[config.mk]
export PLATFORM = sky130hd
export DESIGN_NAME = lut_cfg_loader_flat
export DESIGN_NICKNAME = d
export VERILOG_FILES = /design/src/rtl/lut_cfg_loader_if.sv /design/src/rtl/lut_cfg_loader.sv /design/src/flat_wrapper.sv
export SDC_FILE = /design/constraint.sdc
export NUM_CORES = 1
export LEC_CHECK = 0
export ABC_AREA = 1
export CELL_PAD_IN_SITES_DETAIL_PLACEMENT = 0
export CELL_PAD_IN_SITES_GLOBAL_PLACEMENT = 1
export CORE_AREA = 2 2 60 62
export CTS_CLUSTER_SIZE = 12
export DETAILED_ROUTE_END_ITERATION = 16
export DIE_AREA = 0 0 62 64
export PLACE_DENSITY = 0.85
export SLEW_MARGIN = 20
export SYNTH_ARGS = -nofsm -noshare
export SYNTH_HDL_FRONTEND = slang
export SYNTH_SLANG_ARGS = --single-unit
[constraint.sdc]
create_clock -name clk -period 1.45 [get_ports clk]
set_input_delay 0.29 -clock clk [delete_from_list [all_inputs] [get_ports clk]]
set_output_delay 0.29 -clock clk [all_outputs]
set_load 0.01 [all_outputs]
[src/rtl/lut_cfg_loader_if.sv]
// Serial configuration handshake for the LUT loader.
// Master drives start/data/valid; slave returns ready/done/err.
interface lut_cfg_loader_if;
  logic cfg_start;
  logic cfg_din;
  logic cfg_valid;
  logic cfg_ready;
  logic cfg_done;
  logic cfg_err;

  modport master (
    output cfg_start,
    output cfg_din,
    output cfg_valid,
    input  cfg_ready,
    input  cfg_done,
    input  cfg_err
  );

  modport slave (
    input  cfg_start,
    input  cfg_din,
    input  cfg_valid,
    output cfg_ready,
    output cfg_done,
    output cfg_err
  );
endinterface

[src/rtl/lut_cfg_loader.sv]
// 3-input LUT whose truth table is reloaded over a serial bit stream.
// Define LUT_CFG_PARITY_EN to require a trailing even-parity bit.
module lut_cfg_loader #(
  parameter logic [7:0] INIT = 8'h00
) (
  input  logic             clk,
  input  logic             rst_n,
  lut_cfg_loader_if.slave  cfg,
  input  logic             a,
  input  logic             b,
  input  logic             c,
  output logic             s,
  output logic [7:0]       cfg_word
);

`ifdef LUT_CFG_PARITY_EN
  typedef enum logic [1:0] {
    IDLE   = 2'd0,
    SHIFT  = 2'd1,
    PAR    = 2'd2,
    COMMIT = 2'd3
  } state_t;
`else
  typedef enum logic [1:0] {
    IDLE   = 2'd0,
    SHIFT  = 2'd1,
    COMMIT = 2'd3
  } state_t;
`endif

  state_t      state;
  state_t      nxt;
  logic [2:0]  cnt;
  logic [7:0]  shadow;
  logic [7:0]  table_q;
  logic        done_q;
  logic        ready;
  logic        clr;
  logic        shift_en;
  logic        load;
`ifdef LUT_CFG_PARITY_EN
  logic        err_set;
  logic        err_q;
`endif

  // Next state and per-cycle controls; start wins over a data bit.
  always_comb begin
    nxt      = state;
    ready    = 1'b0;
    clr      = 1'b0;
    shift_en = 1'b0;
    load     = 1'b0;
`ifdef LUT_CFG_PARITY_EN
    err_set  = 1'b0;
`endif
    unique case (state)
      IDLE: begin
        if (cfg.cfg_start) begin
          nxt = SHIFT;
          clr = 1'b1;
        end
      end
      SHIFT: begin
        ready = 1'b1;
        if (cfg.cfg_start) begin
          clr = 1'b1;
        end else if (cfg.cfg_valid) begin
          shift_en = 1'b1;
          if (cnt == 3'd7) begin
`ifdef LUT_CFG_PARITY_EN
            nxt = PAR;
`else
            nxt = COMMIT;
`endif
          end
        end
      end
`ifdef LUT_CFG_PARITY_EN
      PAR: begin
        ready = 1'b1;
        if (cfg.cfg_start) begin
          nxt = SHIFT;
          clr = 1'b1;
        end else if (cfg.cfg_valid) begin
          if (^{shadow, cfg.cfg_din}) begin
            err_set = 1'b1;
            nxt     = IDLE;
          end else begin
            nxt = COMMIT;
          end
        end
      end
`endif
      COMMIT: begin
        load = 1'b1;
        nxt  = IDLE;
      end
      default: nxt = IDLE;
    endcase
  end

  // FSM state register.
  always_ff @(posedge clk or negedge rst_n) begin
    if (!rst_n) state <= IDLE;
    else        state <= nxt;
  end

  // Bit counter and shadow register, filled LSB first.
  always_ff @(posedge clk or negedge rst_n) begin
    if (!rst_n) begin
      cnt    <= 3'd0;
      shadow <= 8'h00;
    end else if (clr) begin
      cnt    <= 3'd0;
      shadow <= 8'h00;
    end else if (shift_en) begin
      cnt         <= cnt + 3'd1;
      shadow[cnt] <= cfg.cfg_din;
    end
  end

  // Active table only changes on a commit, never mid-load.
  always_ff @(posedge clk or negedge rst_n) begin
    if (!rst_n)    table_q <= INIT;
    else if (load) table_q <= shadow;
  end

  // Registered status pulses, aligned with the table update.
  always_ff @(posedge clk or negedge rst_n) begin
    if (!rst_n) begin
      done_q <= 1'b0;
`ifdef LUT_CFG_PARITY_EN
      err_q  <= 1'b0;
`endif
    end else begin
      done_q <= load;
`ifdef LUT_CFG_PARITY_EN
      err_q  <= err_set;
`endif
    end
  end

  assign cfg.cfg_ready = ready;
  assign cfg.cfg_done  = done_q;
`ifdef LUT_CFG_PARITY_EN
  assign cfg.cfg_err   = err_q;
`else
  assign cfg.cfg_err   = 1'b0;
`endif

  assign s        = table_q[{a, b, c}];
  assign cfg_word = table_q;

endmodule

[src/flat_wrapper.sv]
// flat-port wrapper written by rule: the top's interface ports become plain ports
module lut_cfg_loader_flat 
#(
  parameter logic [7:0] INIT = 8'h00
)
  (clk, rst_n, a, b, c, s, cfg_word, cfg_cfg_start, cfg_cfg_din, cfg_cfg_valid, cfg_cfg_ready, cfg_cfg_done, cfg_cfg_err);
  lut_cfg_loader_if cfg_i ();
  input  logic clk;
  input  logic rst_n;
  input  logic a;
  input  logic b;
  input  logic c;
  output logic s;
  output logic [7:0] cfg_word;
  input wire logic [$bits(cfg_i.cfg_start)-1:0] cfg_cfg_start;
  input wire logic [$bits(cfg_i.cfg_din)-1:0] cfg_cfg_din;
  input wire logic [$bits(cfg_i.cfg_valid)-1:0] cfg_cfg_valid;
  output wire logic [$bits(cfg_i.cfg_ready)-1:0] cfg_cfg_ready;
  output wire logic [$bits(cfg_i.cfg_done)-1:0] cfg_cfg_done;
  output wire logic [$bits(cfg_i.cfg_err)-1:0] cfg_cfg_err;
  assign cfg_i.cfg_start = cfg_cfg_start;
  assign cfg_i.cfg_din = cfg_cfg_din;
  assign cfg_i.cfg_valid = cfg_cfg_valid;
  assign cfg_cfg_ready = cfg_i.cfg_ready;
  assign cfg_cfg_done = cfg_i.cfg_done;
  assign cfg_cfg_err = cfg_i.cfg_err;
  lut_cfg_loader #(.INIT(INIT)) u_core (.clk(clk), .rst_n(rst_n), .cfg(cfg_i), .a(a), .b(b), .c(c), .s(s), .cfg_word(cfg_word));
endmodule
==> results of run 1 <==
==> power groups by stage <==
| stage | clock [uW] | combinational (uW) | sequential (uW) |
|---|---|---|---|
| 3_3_place_gp | 0 | 197 | 662 |
| 6_report | 268 | 201 | 651 |
| 3_5_place_dp | 0 | 204 | 663 |
| 5_1_grt | 314 | 230 | 655 |
| 4_1_cts | 283 | 195 | 651 |
| 2_1_floorplan | 0 | 106 | 666 |
==> state kept, by name (all words and copies together), names as in the netlist <==
register             count
u_core.cnt               3
u_core.shadow            8
u_core.cfg.cfg_done      1
u_core.cfg_word          8
u_core.state             2
==> metrics by stage <==
stage / worst slack (ps) / cells
finish: 1.38 / 249
global route: -96.5 / 249
CTS: -43.0 / 247
detailed placement: -568 / 243
global placement: -494 / 243
floorplan: 318 / 168
==> what timing repair did <==
item | in CTS | in global routing
gates resized for setup | 19 | 12
setup buffers | 1 | 2
pin swaps | 2 | 0
setup endpoints to repair | 11 | 5
==> worst min-delay path by stage <==
| stage | startpoint | endpoint | slack [ps] | cells past startpoint |
|---|---|---|---|---|
| after detailed placement | u_core.state[0] | u_core.state[0] | 490 | 2 |
| after CTS | rst_n | u_core.cnt[1] | 330 | 2 |
| after global routing | rst_n | u_core.cnt[1] | 350 | 2 |
| final | rst_n | u_core.cnt[2] | 320 | 2 |
| after floorplan | rst_n | u_core.cfg.cfg_done | -6 | 0 |
| after global placement | u_core.state[0] | u_core.state[0] | 480 | 2 |
==> metal layers <==
| layer | up-vias | track usage, % |
|---|---|---|
| met1 | 458 | 17.2 |
| met5 | - | 0 |
| li1 | 574 | - |
| met2 | 19 | 23.8 |
| met3 | 2 | 2.43 |
| met4 | 0 | 4.79 |
==> critical path, cell delays in order (launching register included) <==
cell and delay [ps]:
dfrtp_1 400, inv_2 70, nand2_2 60, nand3_2 60, nand2_2 50, nand2_1 50
nand2_1 40, buf_2 130
==> cell type report <==
cell class,count,share of cell area [%]
clock buffers,3,1.44
flip-flops and latches,22,35.3
inverters,31,7.46
repair buffers,36,19.2
well taps,46,3.69
multi-input cells,111,33.0
==> logic make-up after synthesis <==
family          Yosys count  share of synthesized area, %
simple gates             95                          33.4
buf+inv                  35                          12.2
flops                    22                          46.5
compound gates           13                          5.49
fa+ha+maj                 2                          2.11
other cells               1                         0.316
==> layout by cell type, fill, tap and decap left out, drive strengths merged <==
| cell | instances |
|---|---|
| buf | 19 |
| clkbuf | 4 |
| clkdlybuf4s15 | 3 |
| clkdlybuf4s50 | 5 |
| conb | 1 |
| dfrtp | 22 |
| dlygate4sd2 | 8 |
| ha | 2 |
| inv | 31 |
| nand2 | 45 |
| nand3 | 13 |
| nand4 | 1 |
| nor2 | 36 |
| o21ai | 13 |
==> flow_summary.ini, run 1 <==
[timing]
rsz0062_at_grt = yes
finalSetupTns_ps = 0
period_share_pct = 99.9
setup_viol = 0
fin_hold_ws_ps = 321
fmax_mhz = 690
period_needed_ps = 1450
slew_viol_final = 0
skew_ps = 1.03
hold_viol = 0

[cells_and_area]
final_area_mm2 = 0.00156
utilization_pct = 47.5
area_growth_pct = 31.7
nFillCells = 353
layout-drive-gt1-share_pct = 18.2
multi_input_area_um2 = 514
layout.nets = 215
regArea_um2 = 551
diodes = 0

[worst_setup_path]
rrSetupSlack_ps = 230
start_kind = flip-flop
crit_required_ps = 1160
worstPathArrival_ps = 1160
endpoint = s
critPathKind = flip-flop to output pin
critPathMaxFanout = 2
critPathLaunch = u_core.cfg_word[6]
r2r-end = u_core.cnt[2]
crit-reg2reg-launch = u_core.cnt[1]
crit_path_end_kind = output pin
ff2ff_path_depth = 4

[global_route]
antenna_found_initial = 0
grt_pass1_vias = 1030
grt_pass1_wl_um = 4220
grt_max_degree = 23
overflow = 0
grt.total_usage_pct = 14.0

[logic_synthesis]
syn_avg_cell_area_um2 = 7.05
yosysMostFrequentCell = nand2_1
synth_ff_type = dfrtp_1
netlist_instances = 168
netlist_top_cells_area = dfrtp_1 (46%), nand2_1 (14%), nor2_1 (11%)
synth-edff-count = 0
async_flop_share_pct = 100
seq_area_frac_synth_pct = 46.5
ys_warn_count = 0
ys_ff_latch = 22
yosys-top-cells-count = nand2_1 (44), nor2_1 (36), inv_1 (28), dfrtp_1 (22), o21ai_0 (13)
synth_top_area_share_pct = 46.5
synth.distinct_cells = 15
synth.largest_area_cell = dfrtp_1
syn-cell-area_mm2 = 0.00118
syn_nets = 178

[routing]
routed.top_layer = met4
via_per_inst = 4.23
wl_met2_um = 1100
drtIter0Drc = 9
wire_per_inst_um = 9.23
wl_met1_um = 1100
vias = 1053
drtPass1Iterations = 4
route.met3.wl_um = 81
remaining_drc_errors = 0
drtAntennaViolNets = 0
drt_wl_total_um = 2300

[clock_tree]
cts-root-buf = clkbuf_4
ctsHoldBuffers = 0
cts_sinks = 22
numCtsBuffers = 3
cts_tree = yes
cts-htree-levels = 1
clockBufferDepth = 2
worstSkewPairLatency_ps = 290
clk_pin_slew_ps = 110

[flow_run]
max_cap_violations = 0

[floorplanning]
pin_count = 20
die_h_um = 64
fp-row-count = 21
core_mm2 = 0.00328
die-area_mm2 = 0.00397
fp.dieW_um = 62
start_util_pct = 36.1

[pwr]
leakage_uw = 0.000846
internal_power_uw = 819
p_sw_share_pct = 26.8
irDropWorstVdd_v = 0.000491
power_frac_clock_pct = 23.9
p_per_area_mw_per_mm2 = 717
p_total_uw = 1120
pwr-share-seq_pct = 58.2
pwr-share-comb_pct = 17.9
switchingPower_uw = 300

[placed_design]
globalplace.congestion = 0.821
place_area_mm2 = 0.00151
io_buffers = 18
hpwl_um = 1850

[status]
status = completed

[hold_path]
min_path_type = input port to async pin
Note: power is estimated with default switching activity, not from simulation.
==> run 2, diff against run 1 <==
Settings changed: CORE_AREA 2 2 60 62 to 2 2 56 58, DIE_AREA 0 0 62 64 to 0 0 58 60, DONT_BUFFER_PORTS from default to 1, PLACE_DENSITY 0.85 to 0.82, SLEW_MARGIN 20 to default.
==> flow_summary.ini, run 2 (synthesized netlist as in run 1, its figures left out) <==
[timing]
skew_ps = 0.803
slew_headroom_pct = 36.1
period_share_pct = 98.4
worst_pin_slew_ps = 955
slew_viol_final = 0
hold_viol = 0
rsz0062_at_grt = yes
fin_ws_ps = 22.7
fmax_mhz = 701
period_needed_ps = 1430
setup_viol = 0

[status]
status = completed

[global_route]
use_met1_pct = 16.7
antenna_found_initial = 0
grt_max_degree = 23
overflow = 0
grt_pass1_vias = 912
grt.total_usage_pct = 14.3
busiest_layer = met2
grt_util_met2_pct = 24.7
met3_usage_pct = 3.46
grt_pass1_wl_um = 3770

[pwr]
power_frac_clock_pct = 30.3
p_sw_share_pct = 26.7
p_per_area_mw_per_mm2 = 899
p_total_uw = 1140
internal_power_uw = 838
pwr-share-seq_pct = 57.6
switchingPower_uw = 306
leakage_uw = 0.000679
irDropWorstVdd_v = 0.000462
pwr-share-comb_pct = 12.2

[hold_path]
hold_depth = 2
min_path_type = input port to flip-flop
min-delay-start = cfg_cfg_din
whs_endpoint = u_core.shadow[6]

[placed_design]
place_ws_ps = 228
hpwl_um = 1650
io_buffers = 0
globalplace.congestion = 0.813

[cells_and_area]
diodes = 0
utilization_pct = 43.8
layout-drive-gt1-share_pct = 9.30
final_common_cell = nand2_1
area_growth_pct = 7.39
mostFrequentLayoutCells = nand2_1 (43), nor2_1 (36), inv_1 (25)
layout.nets = 183

[worst_setup_path]
crit-reg2reg-launch = u_core.cnt[1]
crit_required_ps = 1160
critPathMaxFanout = 3
r2r-end = u_core.cnt[2]
worstPathArrival_ps = 1140
critPathKind = flip-flop to output pin
rrSetupSlack_ps = 210
start_kind = flip-flop
ff2ff_path_depth = 4
crit_path_end_kind = output pin

[routing]
vias = 957
remaining_drc_errors = 0
drtAntennaViolNets = 0
drtPass1Iterations = 4
via_per_inst = 4.67
wire_per_inst_um = 10.4
drtIter0Drc = 35
drt_wl_total_um = 2140

[clock_tree]
clockBufferDepth = 2
numCtsBuffers = 3
worstSkewPairLatency_ps = 310
cts_sinks = 22
cts_tree = yes
cts-htree-levels = 1
clk_pin_slew_ps = 130
cts-root-buf = clkbuf_4

[floorplanning]
core_mm2 = 0.00290
die_h_um = 60
die-area_mm2 = 0.00348
pin_count = 20
fp-row-count = 20
fp.dieW_um = 58
start_util_pct = 40.8

[flow_run]
max_cap_violations = 0
run 2: how the worst max path moves through the flow:
stage / start / to / slack [ps]
2_1_floorplan: u_core.cnt[1] / u_core.cnt[2] / 320
3_3_place_gp: u_core.cnt[1] / u_core.cnt[2] / 300
3_5_place_dp: u_core.cnt[1] / u_core.cnt[2] / 230
4_1_cts: u_core.cfg_word[1] / s / 3
5_1_grt: u_core.cfg_word[4] / s / -80
6_report: u_core.cfg_word[1] / s / 20
run 2: layer usage:
layer,part of all wire (%),wire length (um),vias to the layer above
li1,-,-,507
met1,46,982,424
met2,46,986,22
met3,6.5,139,4
met4,1.5,33,0
met5,0,0,-
run 2: per-stage QoR:
stage | setup TNS (ps) | cells | hold slack (ps) | cell area, um2
3_3_place_gp | 0 | 199 | -5.19 | 1210
5_1_grt | -79.6 | 205 | 135 | 1270
3_5_place_dp | 0 | 199 | -5.27 | 1210
6_report | 0 | 205 | 125 | 1270
4_1_cts | 0 | 204 | 11.1 | 1260
2_1_floorplan | 0 | 168 | -5.59 | 1180
run 2: area by class of cell:
class	instances	area, um2
Sequential cell	22	552
Multi-Input combinational cell	111	492
Tap cell	33	41.3
Inverter	31	116
Fill cell	317	1630
Timing Repair Buffer	4	35.0
Clock buffer	4	36.3
run 2: critical path, stage by stage (launching register included):
cell	delay [ps]
dfrtp_1	460
inv_1	70
nand2_1	50
nand3_1	70
nand2_1	50
nand2_1	60
nand2_2	70
run 2: power by group through the flow:
| stage | combinational (uW) | sequential [uW] | clock [uW] |
|---|---|---|---|
| after floorplan | 106 | 666 | 0 |
| after global placement | 121 | 669 | 0 |
| after detailed placement | 123 | 670 | 0 |
| after CTS | 138 | 658 | 356 |
| after global routing | 163 | 662 | 378 |
| final | 139 | 658 | 346 |
run 2: timing repair:
| action | 4_1_cts | 5_1_grt |
|---|---|---|
| setup buffers | 0 | 0 |
| pin swaps | 0 | 1 |
| resized for setup | 2 | 3 |
| hold buffers | 1 | 1 |
| hold endpoints to repair | 22 | 1 |
| endpoints found under the setup margin | 1 | 1 |
==> run 3, diff against run 2 <==
==> constraint.sdc (replaced) <==
create_clock -name clk -period 1.45 [get_ports clk]
set_input_delay 0.29 -clock clk [delete_from_list [all_inputs] [get_ports clk]]
set_output_delay 0.29 -clock clk [all_outputs]
set_load 0.05 [all_outputs]
==> flow_summary.ini, run 3 (synthesized netlist as in run 1, its figures left out) <==
[clock_tree]
clk_pin_slew_ps = 120
cts_sinks = 22
numCtsBuffers = 3
clockBufferDepth = 2
worstSkewPairLatency_ps = 300
cts_tree = yes
cts-htree-levels = 1
cts-root-buf = clkbuf_4

[timing]
period_needed_ps = 1520
skew_ps = 1.61
fmax_mhz = 658
finalSetupTns_ps = -69.1
rsz0062_at_grt = yes
fin_hold_ws_ps = 28.2
worst_pin_slew_ps = 984
slew_viol_final = 0
setup_viol = 1
hold_viol = 0
slew_headroom_pct = 34.4
period_share_pct = 105
fin_ws_ps = -69.1

[placed_design]
globalplace.congestion = 0.822
io_buffers = 0
place_area_mm2 = 0.00130
dp_cells = 208
hpwl_um = 1810

[worst_setup_path]
critPathKind = flip-flop to output pin
rrSetupSlack_ps = 240
ff2ff_path_depth = 7
critPathMaxFanout = 2
crit_required_ps = 1160
start_kind = flip-flop
worstPathArrival_ps = 1230
crit_path_end_kind = output pin

[routing]
remaining_drc_errors = 0
vias = 1033
drt_wl_total_um = 2350
drtAntennaViolNets = 0
drtPass1Iterations = 6
wire_per_inst_um = 10.6
drtIter0Drc = 22
via_per_inst = 4.67

[hold_path]
min_path_type = input port to flip-flop
hold_depth = 1

[floorplanning]
start_util_pct = 40.8
die_h_um = 60
core_mm2 = 0.00290
pin_count = 20
fp-row-count = 20
die-area_mm2 = 0.00348
fp.dieW_um = 58

[global_route]
grt_pass1_wl_um = 4260
grt_pass1_vias = 990
antenna_found_initial = 0
grt_max_degree = 23
overflow = 0
grt.total_usage_pct = 16.1

[cells_and_area]
fin_cells = 221
layout-drive-gt1-share_pct = 25.0
area_growth_pct = 21.2
layout.nets = 199
final_common_cell = nand2_1
final_area_mm2 = 0.00144
mostFrequentLayoutCells = nand2_1 (39), nor2_1 (36), inv_1 (23)
diodes = 0

[pwr]
irDropWorstVdd_v = 0.000365
p_per_area_mw_per_mm2 = 838
p_total_uw = 1200
leakage_uw = 0.000764

[flow_run]
max_cap_violations = 0

[status]
status = finished, violations left
violations = negative setup slack
==> run 3: changes by cell type in the layout (fill, tap and decap cells not counted), sizes merged <==
cell	delta
clkinvlp	+1
inv	-1
dlygate4sd3	-2
dlymetal6s4s	+1
buf	+17
==> run 3: power breakdown <==
group | total, uW | internal, uW | switching, uW
Clock | 341 | 153 | 188
Sequential | 653 | 639 | 13.9
Combinational | 210 | 68.1 | 142
Total | 1200 | 860 | 344
==> run 3: cell type report <==
| cell class | instances | area, um2 |
|---|---|---|
| Fill cell | 288 | 1470 |
| Sequential cell | 22 | 561 |
| Multi-Input combinational cell | 111 | 507 |
| Timing Repair Buffer | 20 | 171 |
| Inverter | 31 | 120 |
| Tap cell | 33 | 41.3 |
| Clock buffer | 4 | 36.3 |
==> run 3: routing by layer <==
layer / track usage [%] / wire, um / vias up / share of wire (%)
met2: 28.9 / 1190 / 19 / 51
met4: 7.64 / 36 / 0 / 1.5
met1: 18.0 / 1010 / 469 / 43
li1: - / - / 541 / -
met5: 0 / 0 / - / 0
met3: 3.68 / 116 / 4 / 4.9
==> run 3: worst max-delay path, cell delays in order (launching register included) <==
cell and delay, ps:
dfrtp_2 430, inv_2 60, nand2_2 50, nand3_2 50, nand2_1 50, nand2_1 70
nand2_2 70, buf_12 140
==> run 3: metrics by stage <==
stage	setup slack, ps	util [%]
after floorplan	25.0	-
after global placement	268	44.9
after detailed placement	236	44.9
after CTS	-89.6	47.7
after global routing	-165	49.5
final	-69.1	49.5
==> run 3: path summary, 6_finish.rpt <==
check                                   startpoint                  to
worst min register to register    u_core.shadow[6]    u_core.shadow[6]
worst max-delay path            u_core.cfg_word[6]                   s
worst max register to register     u_core.state[1]    u_core.shadow[5]
worst min-delay path                 cfg_cfg_start     u_core.state[1]
min in group asynchronous                    rst_n    u_core.shadow[3]
max in group asynchronous                    rst_n  u_core.cfg_word[6]
==> run 3: repair_timing <==
item / CTS / global route
hold endpoints to repair: 22 / 0
setup endpoints to repair: 2 / 10
hold buffers: 1 / 0
pin swaps: 4 / 5
buffers inserted: 4 / 4
resized for setup: 4 / 9
